==> config.mk <==
export PLATFORM = sky130hd
export DESIGN_NAME = bw_io_impctl_snapreg
export DESIGN_NICKNAME = d
export VERILOG_FILES = /design/src/rtl/bw_io_impctl_snapreg.sv
export SDC_FILE = /design/constraint.sdc
export NUM_CORES = 1
export LEC_CHECK = 0
export ABC_CLOCK_PERIOD_IN_PS = 1780
export CAP_MARGIN = 20
export CELL_PAD_IN_SITES_DETAIL_PLACEMENT = 1
export CELL_PAD_IN_SITES_GLOBAL_PLACEMENT = 1
export CORE_MARGIN = 3
export CORE_UTILIZATION = 45
export DETAILED_ROUTE_END_ITERATION = 8
export DONT_BUFFER_PORTS = 1
export PLACE_DENSITY_LB_ADDON = 0.1
export SYNTH_ARGS = -nofsm -noshare
export SYNTH_HDL_FRONTEND = slang
export SYNTH_SLANG_ARGS = --single-unit
==> constraint.sdc <==
create_clock -name clk -period 1.78 [get_ports clk]
set_input_delay 0.089 -clock clk [delete_from_list [all_inputs] [get_ports clk]]
set_output_delay 0.089 -clock clk [all_outputs]
set_load 0.005 [all_outputs]
==> src/rtl/bw_io_impctl_snapreg.sv <==
// Impedance-code snapshot register: per-channel glitch filters, snapshot capture
// of filtered codes to the pad drivers, and a shadow-scan chain for freeze/override.
module bw_io_impctl_snapreg #(
  parameter int CODE_W = 8,
  parameter int NCH    = 2,
  parameter int FILT   = 2
) (
  input  logic                  clk,
  input  logic                  hard_reset_n,
  input  logic                  ctu_global_snap,
  input  logic [NCH*CODE_W-1:0] z,
  input  logic                  sscan_se,
  input  logic                  sscan_in,
  input  logic                  sscan_update,
  output logic                  sscan_out,
  output logic [NCH*CODE_W-1:0] sz,
  output logic                  snap_enable,
  output logic                  freeze,
  output logic [NCH-1:0]        code_stable
);

  localparam int         ZW      = NCH * CODE_W;
  localparam logic [3:0] CNT_MAX = 4'(FILT - 1);

  logic          snap_enable_q;
  logic          freeze_q;
  logic          freeze_d;
  logic [ZW:0]   chain_q;
  logic [ZW:0]   chain_d;
  logic          update_active;

  // An update strobe is ignored while shifting.
  assign update_active = !sscan_se && sscan_update;

  assign snap_enable = snap_enable_q;
  assign freeze      = freeze_q;
  assign sscan_out   = chain_q[0];

  always_ff @(posedge clk or negedge hard_reset_n) begin
    if (!hard_reset_n) begin
      snap_enable_q <= 1'b0;
    end else begin
      snap_enable_q <= ctu_global_snap;
    end
  end

  genvar gi;
  generate
    for (gi = 0; gi < NCH; gi++) begin : g_ch
      logic [CODE_W-1:0] z_c;
      logic [CODE_W-1:0] zq_q;
      logic [CODE_W-1:0] zq_d;
      logic [3:0]        cnt_q;
      logic [3:0]        cnt_d;
      logic [CODE_W-1:0] sz_q;
      logic [CODE_W-1:0] sz_d;

      assign z_c = z[gi*CODE_W +: CODE_W];

      // Any change restarts the stability count; identical samples saturate it.
      always_comb begin
        zq_d  = zq_q;
        cnt_d = cnt_q;
        if (z_c != zq_q) begin
          zq_d  = z_c;
          cnt_d = 4'd0;
        end else if (cnt_q < CNT_MAX) begin
          cnt_d = cnt_q + 4'd1;
        end
      end

      assign code_stable[gi] = (cnt_q == CNT_MAX);

      // Scan-update cycles never capture: a freeze=0 write must leave sz alone.
      always_comb begin
        sz_d = sz_q;
        if (update_active) begin
          if (chain_q[ZW]) begin
            sz_d = chain_q[gi*CODE_W +: CODE_W];
          end
        end else if (snap_enable_q && !freeze_q && code_stable[gi]) begin
          sz_d = zq_q;
        end
      end

      always_ff @(posedge clk or negedge hard_reset_n) begin
        if (!hard_reset_n) begin
          zq_q  <= '0;
          cnt_q <= 4'd0;
          sz_q  <= '0;
        end else begin
          zq_q  <= zq_d;
          cnt_q <= cnt_d;
          sz_q  <= sz_d;
        end
      end

      assign sz[gi*CODE_W +: CODE_W] = sz_q;
    end
  endgenerate

  always_comb begin
    chain_d  = chain_q;
    freeze_d = freeze_q;
    if (sscan_se) begin
      chain_d = {sscan_in, chain_q[ZW:1]};
    end else if (sscan_update) begin
      freeze_d = chain_q[ZW];
    end else begin
      chain_d = {freeze_q, sz};
    end
  end

  always_ff @(posedge clk or negedge hard_reset_n) begin
    if (!hard_reset_n) begin
      chain_q  <= '0;
      freeze_q <= 1'b0;
    end else begin
      chain_q  <= chain_d;
      freeze_q <= freeze_d;
    end
  end

endmodule

==> results of run 1 <==
-- registers in the layout, indices dropped and copies added (netlist names) --
signal       flops
freeze           1
g_ch.cnt_q       8
snap_enable      1
chain_q         17
g_ch.sz_q       16
g_ch.zq_q       16
-- cells by family (layout without fill, tap and decap cells) --
family / count (synthesis) / after routing / share of synthesized area [%]
multiplexers: 51 / 51 / 20.1
AND/OR/NAND/NOR: 41 / 41 / 7.32
buffers and inverters: 30 / 50 / 4.53
adder cells (fa/ha/maj): 6 / 6 / 2.74
flip-flops: 59 / 59 / 54.0
AO/OA/AOI/OAI: 21 / 21 / 5.58
XOR/XNOR: 18 / 18 / 5.76
-- critical path: stages (launching register included) --
cell,delay (ns)
dfrtp_1,0.44
nand2b_2,0.25
o41ai_4,0.35
buf_6,0.20
mux2_2,0.34
-- metrics by stage --
step           cells  setup WS (ns)  utilization [%]
6_report         318         0.0825             56.3
5_1_grt          318         0.0270             56.3
4_1_cts          316         0.0211             55.9
3_5_place_dp     278        0.00356             48.3
3_3_place_gp     278         0.0745             48.3
2_1_floorplan    226         0.0814                -
-- per-layer routing --
layer	wire (microns)	part of all wire (%)	vias to the layer above
li1	-	-	794
met1	2560	43	859
met2	3030	51	29
met3	256	4.3	9
met4	112	1.9	0
met5	0	0	-
-- where the power goes --
group / total, mW / switching, mW / internal, mW
Sequential: 1.84 / 0.244 / 1.59
Combinational: 0.503 / 0.204 / 0.299
Clock: 1.12 / 0.508 / 0.608
-- Yosys cell counts --
master / number / share of area [%]
a31oi_1: 2 / 0.46
buf_2: 3 / 0.55
buf_6: 1 / 0.41
clkbuf_1: 20 / 2.7
dfrtp_1: 59 / 54
ha_1: 6 / 2.7
inv_1: 6 / 0.82
mux2_1: 1 / 0.41
mux2_2: 31 / 13
mux2i_1: 19 / 7.0
nand2_1: 19 / 2.6
nand2b_1: 4 / 0.91
nand3b_1: 1 / 0.27
nand4_1: 4 / 0.91
nor2_1: 2 / 0.27
nor2b_2: 1 / 0.32
nor3_1: 8 / 1.5
nor3b_1: 2 / 0.55
o21ai_0: 17 / 3.1
o41ai_4: 2 / 2.0
xnor2_1: 18 / 5.8
-- repair_timing --
action,4_1_cts,5_1_grt
gates cloned,0,0
pin swaps,0,2
hold buffers,23,0
gates resized for setup,2,1
buffers inserted,0,1
hold endpoints to repair,93,0
endpoints found under the setup margin,8,16
-- worst paths after layout --
kind | start | endpoint
max | freeze | g_ch[1].sz_q[6]
min | z[0] | g_ch[0].cnt_q[0]
max reg2reg | freeze | g_ch[1].sz_q[6]
min reg2reg | chain_q[15] | chain_q[14]
max in group asynchronous | hard_reset_n | chain_q[6]
min in group asynchronous | hard_reset_n | g_ch[1].cnt_q[0]
-- layout make-up --
class / instances / area [sq um] / share of cell area [%]
multi-input cells: 137 / 1140 / 35.4
clock buffers: 13 / 169 / 5.25
clock inverters: 2 / 10.0 / 0.311
well taps: 72 / 90.1 / 2.80
flip-flops and latches: 59 / 1480 / 45.9
inverters: 6 / 22.5 / 0.701
repair buffers: 29 / 308 / 9.58
==> reports/qor.yml, run 1 <==
drc: 0
worstMarginPinSlew_ns: 1.03
cp-end-kind: "register"
syn_to_final_growth_pct: 17.5
gr-total-overflow: 0
clkSinkCount: 59
dieArea_sq_um: 7050
layout_commonest_cell: "dfrtp_1"
holdWs_ns: 0.0674
place_congestion: 0.769
ir_worst_vdd_uv: 568
path_class: "reg2reg"
busiest_layer: "met2"
powerDensity_nw_per_um2: 1070
grtUsageMet3_pct: 5.33
vias: 1691
path_clk_slew_ns: 0.06
rows: 27
layout_common_cells: "dfrtp_1 (59), mux2_2 (31), dlygate4sd3_1 (22)"
htree_levels: 3
grtUsageMet1_pct: 23.6
syn_area_sq_um: 2740
rsz0062_at_grt: "false"
final_antenna_net_count: 0
fin_skew_ns: 0.00580
grt_usage_pct: 18.9
num_io_pins: 43
initial_core_util_pct: 47.9
cp.arrival_ns: 1.91
ys_ff_latch: 59
cts_tree: "done"
dp_hpwl_microns: 3900
rr_worst_depth: 4
setup_viol: 0
final.fill_count: 580
synth_cell_types: 21
ys_seq_area_share_pct: 54.0
numCtsBuffers: 9
first_global_vias: 1958
finalPower_mw: 3.45
grt_pass1_wl_microns: 10200
syn_nets: 254
cp.required_ns: 1.99
maxSlewViolCount: 0
r2r_slack_ns: 0.08
clock.fmax_ghz: 0.589
drt_wl_total_microns: 5950
p_leak_nw: 1.41
hold_path_depth: 3
fin_setup_tns_ns: 0
slew_headroom_pct: 31.2
period_needed_ns: 1.70
clk_latency_ns: 0.33
hold_class: "in2reg"
fp.dieW_microns: 84.0
use_met2_pct: 29.9
ctsRootBufferMaster: "clkbuf_8"
cap_violations: 0
antenna_found_initial: 0
crit_fanout: 8
finish.instance_area_sq_um: 3210
coreArea_sq_um: 5710
fin_crit_sh_pct: 95.4
avgViaCountPerCell: 5.32
ys_warn_count: 0
grt_start_max_net_pins: 60
postSynthCellCount: 226
hold_viol: 0
critPathLaunchType: "register"
outcome: "completed"
die-height_microns: 84.0
drtIter0Drc: 58
drt-pass1-iter-count: 3
portBuffers: 0
fin_nets: 270
clock_path_buffers: 2
wire_per_inst_microns: 18.7
drive_gt1_share_pct: 22.8
placed_area_sq_um: 2760
insertedDiodeCount: 0
avgSynthCellArea_sq_um: 12.1
(Power assumes the default switching activity.)
==> run 2, diff against run 1 <==
--- a/config.mk
+++ b/config.mk
@@ -5,12 +5,13 @@
 export SDC_FILE = /design/constraint.sdc
 export NUM_CORES = 1
 export LEC_CHECK = 0
+export ABC_AREA = 1
 export ABC_CLOCK_PERIOD_IN_PS = 1780
 export CAP_MARGIN = 20
 export CELL_PAD_IN_SITES_DETAIL_PLACEMENT = 1
 export CELL_PAD_IN_SITES_GLOBAL_PLACEMENT = 1
 export CORE_MARGIN = 3
-export CORE_UTILIZATION = 45
+export CORE_UTILIZATION = 42
 export DETAILED_ROUTE_END_ITERATION = 8
 export DONT_BUFFER_PORTS = 1
 export PLACE_DENSITY_LB_ADDON = 0.1
==> reports/qor.yml, run 2 <==
powerDensity_nw_per_um2: 993
grt_start_max_net_pins: 60
maxSlewViolCount: 0
clock_path_buffers: 2
synth_top_area_share_pct: 52.9
postSynthCellCount: 336
clkSinkCount: 59
cp.required_ns: 2.05
cp_slowest_cell: "dfrtp_1"
synth_cell_types: 24
gr-total-overflow: 0
final.fill_count: 753
fin_setup_tns_ns: 0
htree_levels: 3
reg2reg_to: "g_ch[0].sz_q[6]"
drc: 0
largest_reg_flops: 17
insertedDiodeCount: 0
ys_warn_count: 0
syn_to_final_growth_pct: 15.6
holdWs_ns: 0.0931
path_delay_family: "simple AND/OR/NAND/NOR gates"
setup_viol: 0
avgSynthCellArea_sq_um: 8.31
synth.area.top_cells: "dfrtp_1 (53%), nand2_1 (13%), nor2_1 (4.2%)"
antenna_found_initial: 0
finalPower_mw: 3.21
numCtsBuffers: 9
finalWorstSetupSlack_ns: 0.299
worst-path-buf-inv: 1
final_cell_count_no_fill: 429
fin_nets: 376
crit_fanout: 9
final_antenna_net_count: 0
place_inst: 390
dp_hpwl_microns: 4600
synthFlopType: "dfrtp_1"
initial_core_util_pct: 43.7
worstMarginPinSlew_ns: 0.823
clock.fmax_ghz: 0.675
path_class: "reg2reg"
clk_latency_ns: 0.33
reg_top3: "chain_q: 17 flops, g_ch.sz_q: 16 flops, g_ch.zq_q: 16 flops"
outcome: "completed"
synthTopCellsByCount: "nand2_1 (96), dfrtp_1 (59), nor2_1 (31)"
whs_endpoint: "g_ch[0].cnt_q[1]"
vias: 2161
wire_per_inst_microns: 16.4
fp.dieW_microns: 87.5
die-height_microns: 87.5
place_ws_ns: 0.282
rsz0062_at_grt: "false"
syn_nets: 364
critPathMaxStageDelay_ns: 0.39
synthMostInstantiatedCell: "nand2_1"
cap_violations: 0
period_needed_ns: 1.48
critPathLaunchType: "register"
cp.arrival_ns: 1.75
cp-end-kind: "register"
ctsRootBufferMaster: "clkbuf_8"
crit_chain: "inv_1 -> ha_1 -> nor3b_2 -> nand2_2 -> nand2_4 -> nand2_1 -> nand2_1"
r2r_start: "g_ch[0].cnt_q[1]"
hold_viol: 0
p_leak_nw: 1.62
layout_commonest_cell: "nand2_1"
final-seq-area_sq_um: 1480
ir_worst_vdd_uv: 571
multi_input_area_sq_um: 1070
syn_area_sq_um: 2790
path_common_cell: "nand2_1"
drtIter0Drc: 95
portBuffers: 0
async_flop_share_pct: 100
num_io_pins: 43
slew_headroom_pct: 45.1
path_clk_slew_ns: 0.07
coreArea_sq_um: 6390
hold_path_depth: 5
drive_gt1_share_pct: 7.67
drt_wl_total_microns: 7020
ys_seq_area_share_pct: 52.9
yosysTopAreaCell: "dfrtp_1"
min_from: "z[5]"
avgViaCountPerCell: 5.04
cts_tree: "done"
fin_crit_sh_pct: 83.2
top_register: "chain_q"
layout_common_cells: "nand2_1 (96), dfrtp_1 (59), nor2_1 (31)"
place_congestion: 0.751
r2r_slack_ns: 0.30
drt-pass1-iter-count: 4
first_global_vias: 2391
hold_class: "in2reg"
dieArea_sq_um: 7660
grt_usage_pct: 20.1
rr_worst_depth: 7
grt_pass1_wl_microns: 11700
rows: 29
fin_skew_ns: 0.00747
ys_ff_latch: 59
synth-edff-count: 0
==> run 2: cells by family after synthesis <==
| group | Yosys count | share of synthesized area [%] |
|---|---|---|
| fa+ha+maj | 6 | 2.69 |
| buf+inv | 58 | 8.65 |
| flops | 59 | 52.9 |
| simple gates | 153 | 23.4 |
| xor+xnor | 10 | 3.14 |
| compound gates | 50 | 9.27 |
==> run 2: worst max path at each step <==
stage                                 from               to  cells after the start  slack [ns]
after global routing      g_ch[0].cnt_q[1]  g_ch[0].sz_q[6]                      7        0.16
after global placement    g_ch[0].cnt_q[1]  g_ch[0].sz_q[0]                      7        0.28
after floorplan           g_ch[0].cnt_q[1]  g_ch[0].sz_q[7]                      7        0.58
final                     g_ch[0].cnt_q[1]  g_ch[0].sz_q[6]                      7        0.30
after CTS                         sscan_se  g_ch[1].sz_q[1]                      7       0.004
after detailed placement  g_ch[0].cnt_q[1]  g_ch[0].sz_q[4]                      7        0.28
==> run 2: layout make-up <==
| type | count | share of cell area [%] |
|---|---|---|
| tap | 77 | 2.98 |
| multi-input combinational | 219 | 33.3 |
| clock inverter | 5 | 1.70 |
| timing repair buffer | 26 | 8.52 |
| inverter | 33 | 3.84 |
| sequential | 59 | 45.7 |
| clock buffer | 10 | 3.95 |
==> run 2: metal layers <==
| metal | track usage (%) | part of all wire, % | vias up |
|---|---|---|---|
| met5 | 0 | 0 | - |
| met4 | 6.28 | 1.0 | 0 |
| met3 | 5.46 | 3.6 | 8 |
| met2 | 35.1 | 52 | 32 |
| met1 | 24.0 | 44 | 1059 |
| li1 | - | - | 1062 |
==> run 2: what timing repair did <==
action                                 CTS  global route
setup buffers                            0             0
setup endpoints to repair                0            16
endpoints found under the hold margin   94             0
hold buffers                            24             0
gates resized for setup                  0             1
==> run 2: through the flow <==
stage | utilization [%] | instance area [sq um]
after detailed placement | 43.6 | 2790
after global routing | 50.6 | 3230
final | 50.6 | 3230
after global placement | 43.6 | 2790
after floorplan | - | 2790
after CTS | 50.5 | 3230
==> run 2: worst min-delay path: cells and delay by family <==
kind / cells / cell delay [ns]
simple gates: 4 / 0.25
xor+xnor: 1 / 0.04
==> run 2: report_power, final <==
group          switching [mW]  leakage [nW]  total [mW]  internal, mW
Clock                   0.525        0.0881        1.16         0.634
Combinational           0.228         0.812       0.402         0.174
Sequential              0.146         0.721        1.65          1.50
